$ cat src/rtl/implication_window_monitor_pkg.sv
// impl_mon_pkg: shared limits and helpers for the bounded implication monitor
package impl_mon_pkg;

    localparam int MAX_DLY_LIMIT = 63;
    localparam int PEND_W        = 7;

    function automatic logic [PEND_W-1:0] popcount(input logic [63:0] v);
        logic [PEND_W-1:0] n;
        n = '0;
        for (int i = 0; i < 64; i++) n += PEND_W'(v[i]);
        return n;
    endfunction

    // Saturating add; the wide sum keeps the carry so overflow is detected rather than wrapped
    function automatic logic [63:0] sat_add(input logic [63:0] cnt, input logic [63:0] inc, input int width);
        logic [64:0] sum;
        logic [63:0] lim;
        lim = (width >= 64) ? '1 : ((64'd1 << width) - 64'd1);
        sum = {1'b0, cnt} + {1'b0, inc};
        return (sum > {1'b0, lim}) ? lim : sum[63:0];
    endfunction

endpackage

$ cat src/rtl/implication_window_monitor_if.sv
// implication_window_monitor_if: sampled conditions in, verdicts and totals out
interface implication_window_monitor_if #(parameter int CNT_W = 16);
    import impl_mon_pkg::*;

    logic              en;
    logic              clear;
    logic              ante;
    logic              cons;
    logic              pass_o;
    logic              fail_o;
    logic [CNT_W-1:0]  pass_total;
    logic [CNT_W-1:0]  fail_total;
    logic [PEND_W-1:0] pending;
    logic              busy;

    modport master (
        output en, clear, ante, cons,
        input  pass_o, fail_o, pass_total, fail_total, pending, busy
    );

    modport slave (
        input  en, clear, ante, cons,
        output pass_o, fail_o, pass_total, fail_total, pending, busy
    );

endinterface

$ cat src/rtl/implication_window_monitor_sat_counter.sv
// sat_counter: accumulator that sticks at all-ones instead of wrapping
module sat_counter
    import impl_mon_pkg::*;
#(
    parameter int CNT_W = 16,
    parameter int INC_W = 1
) (
    input  logic             clk,
    input  logic             rst,
    input  logic [INC_W-1:0] inc,
    output logic [CNT_W-1:0] cnt
);

    // Add the increment each cycle, clamping at the top of the range
    always_ff @(posedge clk or posedge rst) begin
        if (rst) cnt <= '0;
        else     cnt <= CNT_W'(sat_add(64'(cnt), 64'(inc), CNT_W));
    end

endmodule

$ cat src/rtl/implication_window_monitor.sv
// implication_window_monitor: hardware checker for ante |-> ##[MIN_DLY:MAX_DLY] cons
module implication_window_monitor
    import impl_mon_pkg::*;
#(
    parameter int MIN_DLY = 1,
    parameter int MAX_DLY = 10,
    parameter int CNT_W   = 16
) (
    input  logic                        clk,
    input  logic                        rst,
    implication_window_monitor_if.slave mon
);

    // Bit a of the age vector is an attempt started a enabled cycles ago; bit 0 of
    // pend_q is never set, so OR-ing ante into it yields the full live vector.
    localparam int W = MAX_DLY + 1;
    localparam logic [W-1:0] WIN = {W{1'b1}} << MIN_DLY;

    logic [W-1:0]      pend_q;
    logic [W-1:0]      live;
    logic [W-1:0]      hit;
    logic [W-1:0]      nxt;
    logic              miss;
    logic              adv;
    logic [PEND_W-1:0] pass_inc;
    logic              fail_inc;

    if ((MIN_DLY < 0) || (MIN_DLY > MAX_DLY) || (MAX_DLY > MAX_DLY_LIMIT)) begin : g_bad_params
        $error("implication_window_monitor: need 0 <= MIN_DLY <= MAX_DLY <= %0d", MAX_DLY_LIMIT);
    end

    // Discharge every in-window attempt on cons, expire the oldest, and age the rest by one
    always_comb begin
        adv      = mon.en & ~mon.clear;
        live     = pend_q | W'(mon.ante);
        hit      = live & WIN & {W{mon.cons}};
        miss     = live[MAX_DLY] & ~mon.cons;
        nxt      = (live & ~hit) << 1;
        pass_inc = adv ? popcount(64'(hit)) : '0;
        fail_inc = adv & miss;
    end

    // Commit the update only on enabled cycles; clear flushes attempts and verdict pulses
    always_ff @(posedge clk or posedge rst) begin
        if (rst) begin
            pend_q      <= '0;
            mon.pass_o  <= 1'b0;
            mon.fail_o  <= 1'b0;
            mon.pending <= '0;
            mon.busy    <= 1'b0;
        end else if (mon.en) begin
            pend_q      <= mon.clear ? '0 : nxt;
            mon.pass_o  <= ~mon.clear & (|hit);
            mon.fail_o  <= ~mon.clear & miss;
            mon.pending <= mon.clear ? '0 : popcount(64'(nxt));
            mon.busy    <= ~mon.clear & (|nxt);
        end
    end

    sat_counter #(.CNT_W(CNT_W), .INC_W(PEND_W)) u_pass_total (
        .clk (clk),
        .rst (rst),
        .inc (pass_inc),
        .cnt (mon.pass_total)
    );

    sat_counter #(.CNT_W(CNT_W), .INC_W(1)) u_fail_total (
        .clk (clk),
        .rst (rst),
        .inc (fail_inc),
        .cnt (mon.fail_total)
    );

endmodule

$ cat src/flat_wrapper.sv
// flat-port wrapper written by rule: the top's interface ports become plain ports
module implication_window_monitor_flat import impl_mon_pkg::*;
#(
    parameter int MIN_DLY = 1,
    parameter int MAX_DLY = 10,
    parameter int CNT_W   = 16
)
  (clk, rst, mon_en, mon_clear, mon_ante, mon_cons, mon_pass_o, mon_fail_o, mon_pass_total, mon_fail_total, mon_pending, mon_busy);
  implication_window_monitor_if #(.CNT_W(CNT_W)) mon_i ();
  input  logic clk;
  input  logic rst;
  input wire logic [$bits(mon_i.en)-1:0] mon_en;
  input wire logic [$bits(mon_i.clear)-1:0] mon_clear;
  input wire logic [$bits(mon_i.ante)-1:0] mon_ante;
  input wire logic [$bits(mon_i.cons)-1:0] mon_cons;
  output wire logic [$bits(mon_i.pass_o)-1:0] mon_pass_o;
  output wire logic [$bits(mon_i.fail_o)-1:0] mon_fail_o;
  output wire logic [$bits(mon_i.pass_total)-1:0] mon_pass_total;
  output wire logic [$bits(mon_i.fail_total)-1:0] mon_fail_total;
  output wire logic [$bits(mon_i.pending)-1:0] mon_pending;
  output wire logic [$bits(mon_i.busy)-1:0] mon_busy;
  assign mon_i.en = mon_en;
  assign mon_i.clear = mon_clear;
  assign mon_i.ante = mon_ante;
  assign mon_i.cons = mon_cons;
  assign mon_pass_o = mon_i.pass_o;
  assign mon_fail_o = mon_i.fail_o;
  assign mon_pass_total = mon_i.pass_total;
  assign mon_fail_total = mon_i.fail_total;
  assign mon_pending = mon_i.pending;
  assign mon_busy = mon_i.busy;
  implication_window_monitor #(.MIN_DLY(MIN_DLY), .MAX_DLY(MAX_DLY), .CNT_W(CNT_W)) u_core (.clk(clk), .rst(rst), .mon(mon_i));
endmodule
$ cat config.mk
export PLATFORM = sky130hd
export DESIGN_NAME = implication_window_monitor_flat
export DESIGN_NICKNAME = d
export VERILOG_FILES = /design/src/rtl/implication_window_monitor_pkg.sv /design/src/rtl/implication_window_monitor_if.sv /design/src/rtl/implication_window_monitor_sat_counter.sv /design/src/rtl/implication_window_monitor.sv /design/src/flat_wrapper.sv
export SDC_FILE = /design/constraint.sdc
export NUM_CORES = 1
export LEC_CHECK = 0
export ABC_AREA = 1
export CAP_MARGIN = 20
export CORE_AREA = 2 2 96 98
export CTS_BUF_LIST = sky130_fd_sc_hd__clkbuf_4
export CTS_CLUSTER_SIZE = 30
export DETAILED_ROUTE_END_ITERATION = 10
export DIE_AREA = 0 0 98 100
export HOLD_SLACK_MARGIN = 0.03
export PLACE_DENSITY = 0.61
export SYNTH_ARGS = -nofsm -noshare
export SYNTH_HDL_FRONTEND = slang
export SYNTH_HIERARCHICAL = 1
export SYNTH_SLANG_ARGS = --single-unit
$ cat constraint.sdc
create_clock -name clk -period 11.6 [get_ports clk]
set_input_delay 2.32 -clock clk [delete_from_list [all_inputs] [get_ports clk]]
set_output_delay 2.32 -clock clk [all_outputs]
set_load 0.1 [all_outputs]
== After elaboration in Yosys (flattened, before gate mapping) ==
Index checks and enable logic that the tools add are counted.
Storage, ports and cells
  input bits: 6
  register bits after elaboration: 53
  output and inout bits: 42
  word-level logic and storage cells: 49
Operators by class
  reduce and logical (&&, ||, !) cells: 2
  $lt $le $gt $ge: 2
  add/subtract/negate cells: 21
  bitwise logic cells: 12
  multiplexer cells: 5
Operator list (count)
  $add A7 B1 Y7: 17
  $gt A17 B16 Y1 const B: 2
  $mux W16: 2
  $add A16 B1 Y17: 1
  $add A16 B7 Y17: 1
  $mux W7: 2
  $and A11 B11 Y11: 1
  $mux W11: 1
  $or A11 B1 Y11: 1
  $reduce_or A11 Y1: 1
  $and A10 B10 Y10: 1
  $not A10 Y10: 1
  $reduce_or A10 Y1: 1
  $and A1 B1 Y1: 6
  $add A1 B1 Y2: 2
  $not A1 Y1: 2

== Logic depth before layout (Yosys ltp) ==
  word-level depth: 16
  gate-level depth with buffers: 21
  depth with buffers taken out: 20

== Modules after synthesis ==
The synthesis kept the hierarchy.
By module, submodules not included
  implication_window_monitor: area an instance 1258.7 µm², cells an instance 148, sequential area each 425.4 µm², times used 1
  sat_counter at u_core.u_pass_total: area an instance 1147.4 µm², cells an instance 160, sequential area each 400.4 µm², times used 1
  sat_counter at u_core.u_fail_total: area an instance 904.6 µm², cells an instance 117, sequential area each 400.4 µm², times used 1

== Least setup slack after synthesis ==
No wires, ideal clock.
  kind: in2reg
  start: input port mon_cons
  end: register u_core.u_pass_total.cnt[7]
  buffers on the path: 2
  data required time: 11.533 ns
  path slack: 5.393 ns
  library setup time: 0.067 ns
  stages: 20
  data arrival time: 6.139 ns
  cells stage by stage: buf_4 > nand2_1 > inv_1 > fa_1 > inv_1 > fa_1 > fa_1 > inv_1 > ha_1 > fa_1 > inv_1 > nor2_1 > inv_1 > fa_1 > nor2_2 > o21ai_1 > nand2_2 > nand3_4 > buf_6 > nand2_1
On the way
  cells in the longest elaborated chain, start to end: 15
Ends and longest elaborated chain
  start: declaration: RTL line flat_wrapper.sv:15  | input wire logic [$bits(mon_i.cons)-1:0] mon_cons;
  $and A11 B11 Y11 *: RTL line implication_window_monitor.sv:36  | hit = live & WIN & {W{mon.cons}};
  $add A1 B1 Y2: RTL line implication_window_monitor_pkg.sv:10  | for (int i = 0; i < 64; i++) n += PEND_W'(v[i]);
  $add A7 B1 Y7 (8 in series): RTL line implication_window_monitor_pkg.sv:10
  $add A7 B1 Y7 *: RTL line implication_window_monitor_pkg.sv:10
  $mux W7 *: RTL line implication_window_monitor.sv:39  | pass_inc = adv ? popcount(64'(hit)) : '0;
  named net u_core.pass_inc[1]: RTL line implication_window_monitor.sv:25  | logic [PEND_W-1:0] pass_inc;
  $add A16 B7 Y17 *: RTL line implication_window_monitor_pkg.sv:19  | sum = {1'b0, cnt} + {1'b0, inc};
  $gt A17 B16 Y1: RTL line implication_window_monitor_pkg.sv:20  | return (sum > {1'b0, lim}) ? lim : sum[63:0];
  $mux W16 *: RTL line implication_window_monitor_pkg.sv:20
  end signal: assignment: RTL line implication_window_monitor_sat_counter.sv:17  | else cnt <= CNT_W'(sat_add(64'(cnt), 64'(inc), CNT_W));
  end: declaration: RTL line implication_window_monitor_sat_counter.sv:11  | output logic [CNT_W-1:0] cnt
Mark *: on every way through the listed nets, which the timed path passes. The rest lies on a longest branch.
A chain may end at the register's enable or synchronous reset.

== Final worst setup path ==
  start: input port mon_cons
  end: register u_core.u_pass_total.cnt[9]
Same word-level chain as after synthesis.

==> run metrics <==
Port Buf Inserts 44; Max Clock Skew 18.00 ps; slowest cell on the critical path clkdlybuf4s50_1; final design utilization 44.35%; top cell type by total area after synthesis dfrtp_1; Layout area overhead 19.09%; worst setup path class in2reg; Crit Path Max Fanout 15; post-DP HPWL 5350 um; Max-Cap Viols 0; Synth Flop Type dfrtp_1; sequential share of the synthesized area 37.04%; total power 0.0007311 W; CP Launch Type primary input; Global Route Usage Sum 15.50%; HP Start u_core/mon.busy$_DFFE_PP0P_; largest cells by area after synthesis dfrtp_1, nand2_1, fa_1, inv_1, ha_1; antenna cells 0; CTS root buf clkbuf_4; DR vias/cell 4.706; number of buffers created by CTS 5; final slew viol count 0; clock sinks 49; postcts setup bufs 0; Resized cells post-CTS 0; max layer used met4; maximum clock path buffer count 2; metal2 WL 3293 um; Reg2Reg Setup Slack 7150 ps; crit path cell chain clkdlybuf4s50_1 -> nand2_1 -> inv_1 -> fa_1 -> inv_1 -> fa_1 -> fa_1 -> inv_1 -> ha_1 -> fa_1 -> inv_1 -> nor2_1 -> inv_1 -> fa_1 -> nor2_2 -> o21ai_1 -> nand2_2 -> nand3_4 -> nand3_1; std cell rows 35; setup_tns 0 ps; worst hold endpoint u_core/mon.busy$_DFFE_PP0P_; reg-to-reg endpoint u_core/u_pass_total/cnt[9]$_DFF_PP0_; DR DRC count 0; core area 0.008890 mm2; ys async rst share 100.0%; Setup crit end kind register; vias in the first global route 2837; final hold violations 0; gp weighted congestion 0.8385; DRT antenna net count 0; worst skew pair latency 370 ps; outcome complete, no violations; Worst EP arrival 7010 ps; total number of yosys warnings 6; initial DRC count 115; Mapped Avg Cell Area 7.790 um2; TritonCTS clock tree yes; Worst Setup SP mon_cons; Die Y 100 um; H-tree lvl count 2; io pins 48; Initial Utilization 37.24%; RSZ-0062 raised after global routing no; Hold Path Depth 2; layout cells sized above 1 6.118%; Post-layout nets 507; EDFF count, synth 0; most frequent cells after synthesis nand2_1, inv_1, dfrtp_1; VDD IR max 0.1523 mV; wire length on met1 3307 um; hold buffers post-CTS 0; Slew headroom 34.78%; final setup vio count 0; Req. time, crit path 11900 ps; critical path's largest stage delay 640 ps; WL final 6991 um; Hold/Removal Path Class reg2reg; Cell Area, Synth 0.003311 mm2; minimum clock period 6708 ps; most common cell in the synthesized netlist nand2_1; cell area power density 185.4 mW/mm2; clk slew on worst S/H paths 140 ps; pin count of the biggest net entering global routing 19; wire length on met3 308 um; Vias 2753; first-pass GRT wire length 12610 um; DIE WIDTH 98 um; die area 0.009800 mm2; Synth cell types 34; initial antenna violation count 0; Final Cycle Share 57.83%; worst reg2reg path startpoint u_core/pend_q[8]$_DFFE_PP0P_; worst slew pin tran 975.2 ps; max frequency 0.1491 GHz; Avg WL per Cell 11.95 um; #FFs+latches synth 49; global route total overflow 0; leakage 2.108 nW; Pre-Repair DR Iteration Count 5; Yosys top cell area share 37.04%; Reg2Reg Depth 18; Syn Inst Count 425
-- power breakdown --
part           internal (W)  switching [W]  total, W
sequential         0.000197      0.0000282  0.000225
combinational     0.0000919       0.000287  0.000379
clock             0.0000668      0.0000597  0.000126
total              0.000356       0.000375  0.000731
-- registers in the layout (all words and copies together) (netlist names) --
| register | cells |
|---|---|
| u_core/mon.pass_o | 1 |
| u_core/mon.pending | 4 |
| u_core/mon.fail_o | 1 |
| u_core/u_fail_total/cnt | 16 |
| u_core/pend_q | 10 |
| u_core/mon.busy | 1 |
| u_core/u_pass_total/cnt | 16 |
-- area by class of cell --
class / instances / area [um2]
Clock buffer: 5 / 37.54
Multi-Input combinational cell: 305 / 1779
Inverter: 68 / 255.2
Fill cell: 898 / 4947
Sequential cell: 49 / 1226
Clock inverter: 3 / 65.06
Timing Repair Buffer: 44 / 440.4
Tap cell: 111 / 138.9
-- how the worst max path moves through the flow --
stage                                                       end  slack [ps]  cells after the start
after detailed placement   u_core/u_pass_total/cnt[9]$_DFF_PP0_        4510                     19
after floorplan            u_core/u_pass_total/cnt[7]$_DFF_PP0_        5390                     20
after global placement    u_core/u_pass_total/cnt[14]$_DFF_PP0_        4630                     19
final                      u_core/u_pass_total/cnt[9]$_DFF_PP0_        4890                     19
after CTS                  u_core/u_pass_total/cnt[9]$_DFF_PP0_        4900                     19
after global routing      u_core/u_pass_total/cnt[10]$_DFF_PP0_        4620                     19
-- logic make-up after synthesis --
group	synth area share [%]
simple gates	30.31
buf+inv	9.788
flops	37.04
fa+ha+maj	13.53
compound gates	4.724
xor+xnor	4.497
other cells	0.1133
-- through the flow --
step	std cells	hold WS [ps]	area [um2]	worst slack, ps
after floorplan	430	474.5	3329	5393
after global placement	577	469.1	3840	4629
after detailed placement	577	473.4	3840	4510
after CTS	585	508.2	3943	4904
after global routing	585	520.0	3943	4617
final	585	501.9	3943	4892
-- per-layer routing --
layer | track usage, % | up-vias
met5 | 0 | -
met4 | 3.739 | 0
met3 | 3.134 | 7
met2 | 26.40 | 54
met1 | 20.44 | 1305
li1 | - | 1387
-- critical path: cells and delay by family --
kind,cells,cell delay (ps)
buffers and inverters,6,930
AND/OR/NAND/NOR,6,970
adder cells (fa/ha/maj),6,2680
AO/OA/AOI/OAI,1,80
-- cells in the final DEF, fill, tap and decap left out, drive strengths merged, types with 2 or more instances in the layout --
cell,n
a21oi,3
a22o,3
bufinv,2
clkbuf,5
clkdlybuf4s50,44
conb,6
dfrtp,49
fa,13
ha,15
inv,68
nand2,150
nand3,28
nand4,5
nor2,39
nor3,3
o21ai,15
o21bai,2
xnor2,10
xor2,7
Power figures use the tool's default switching activity.
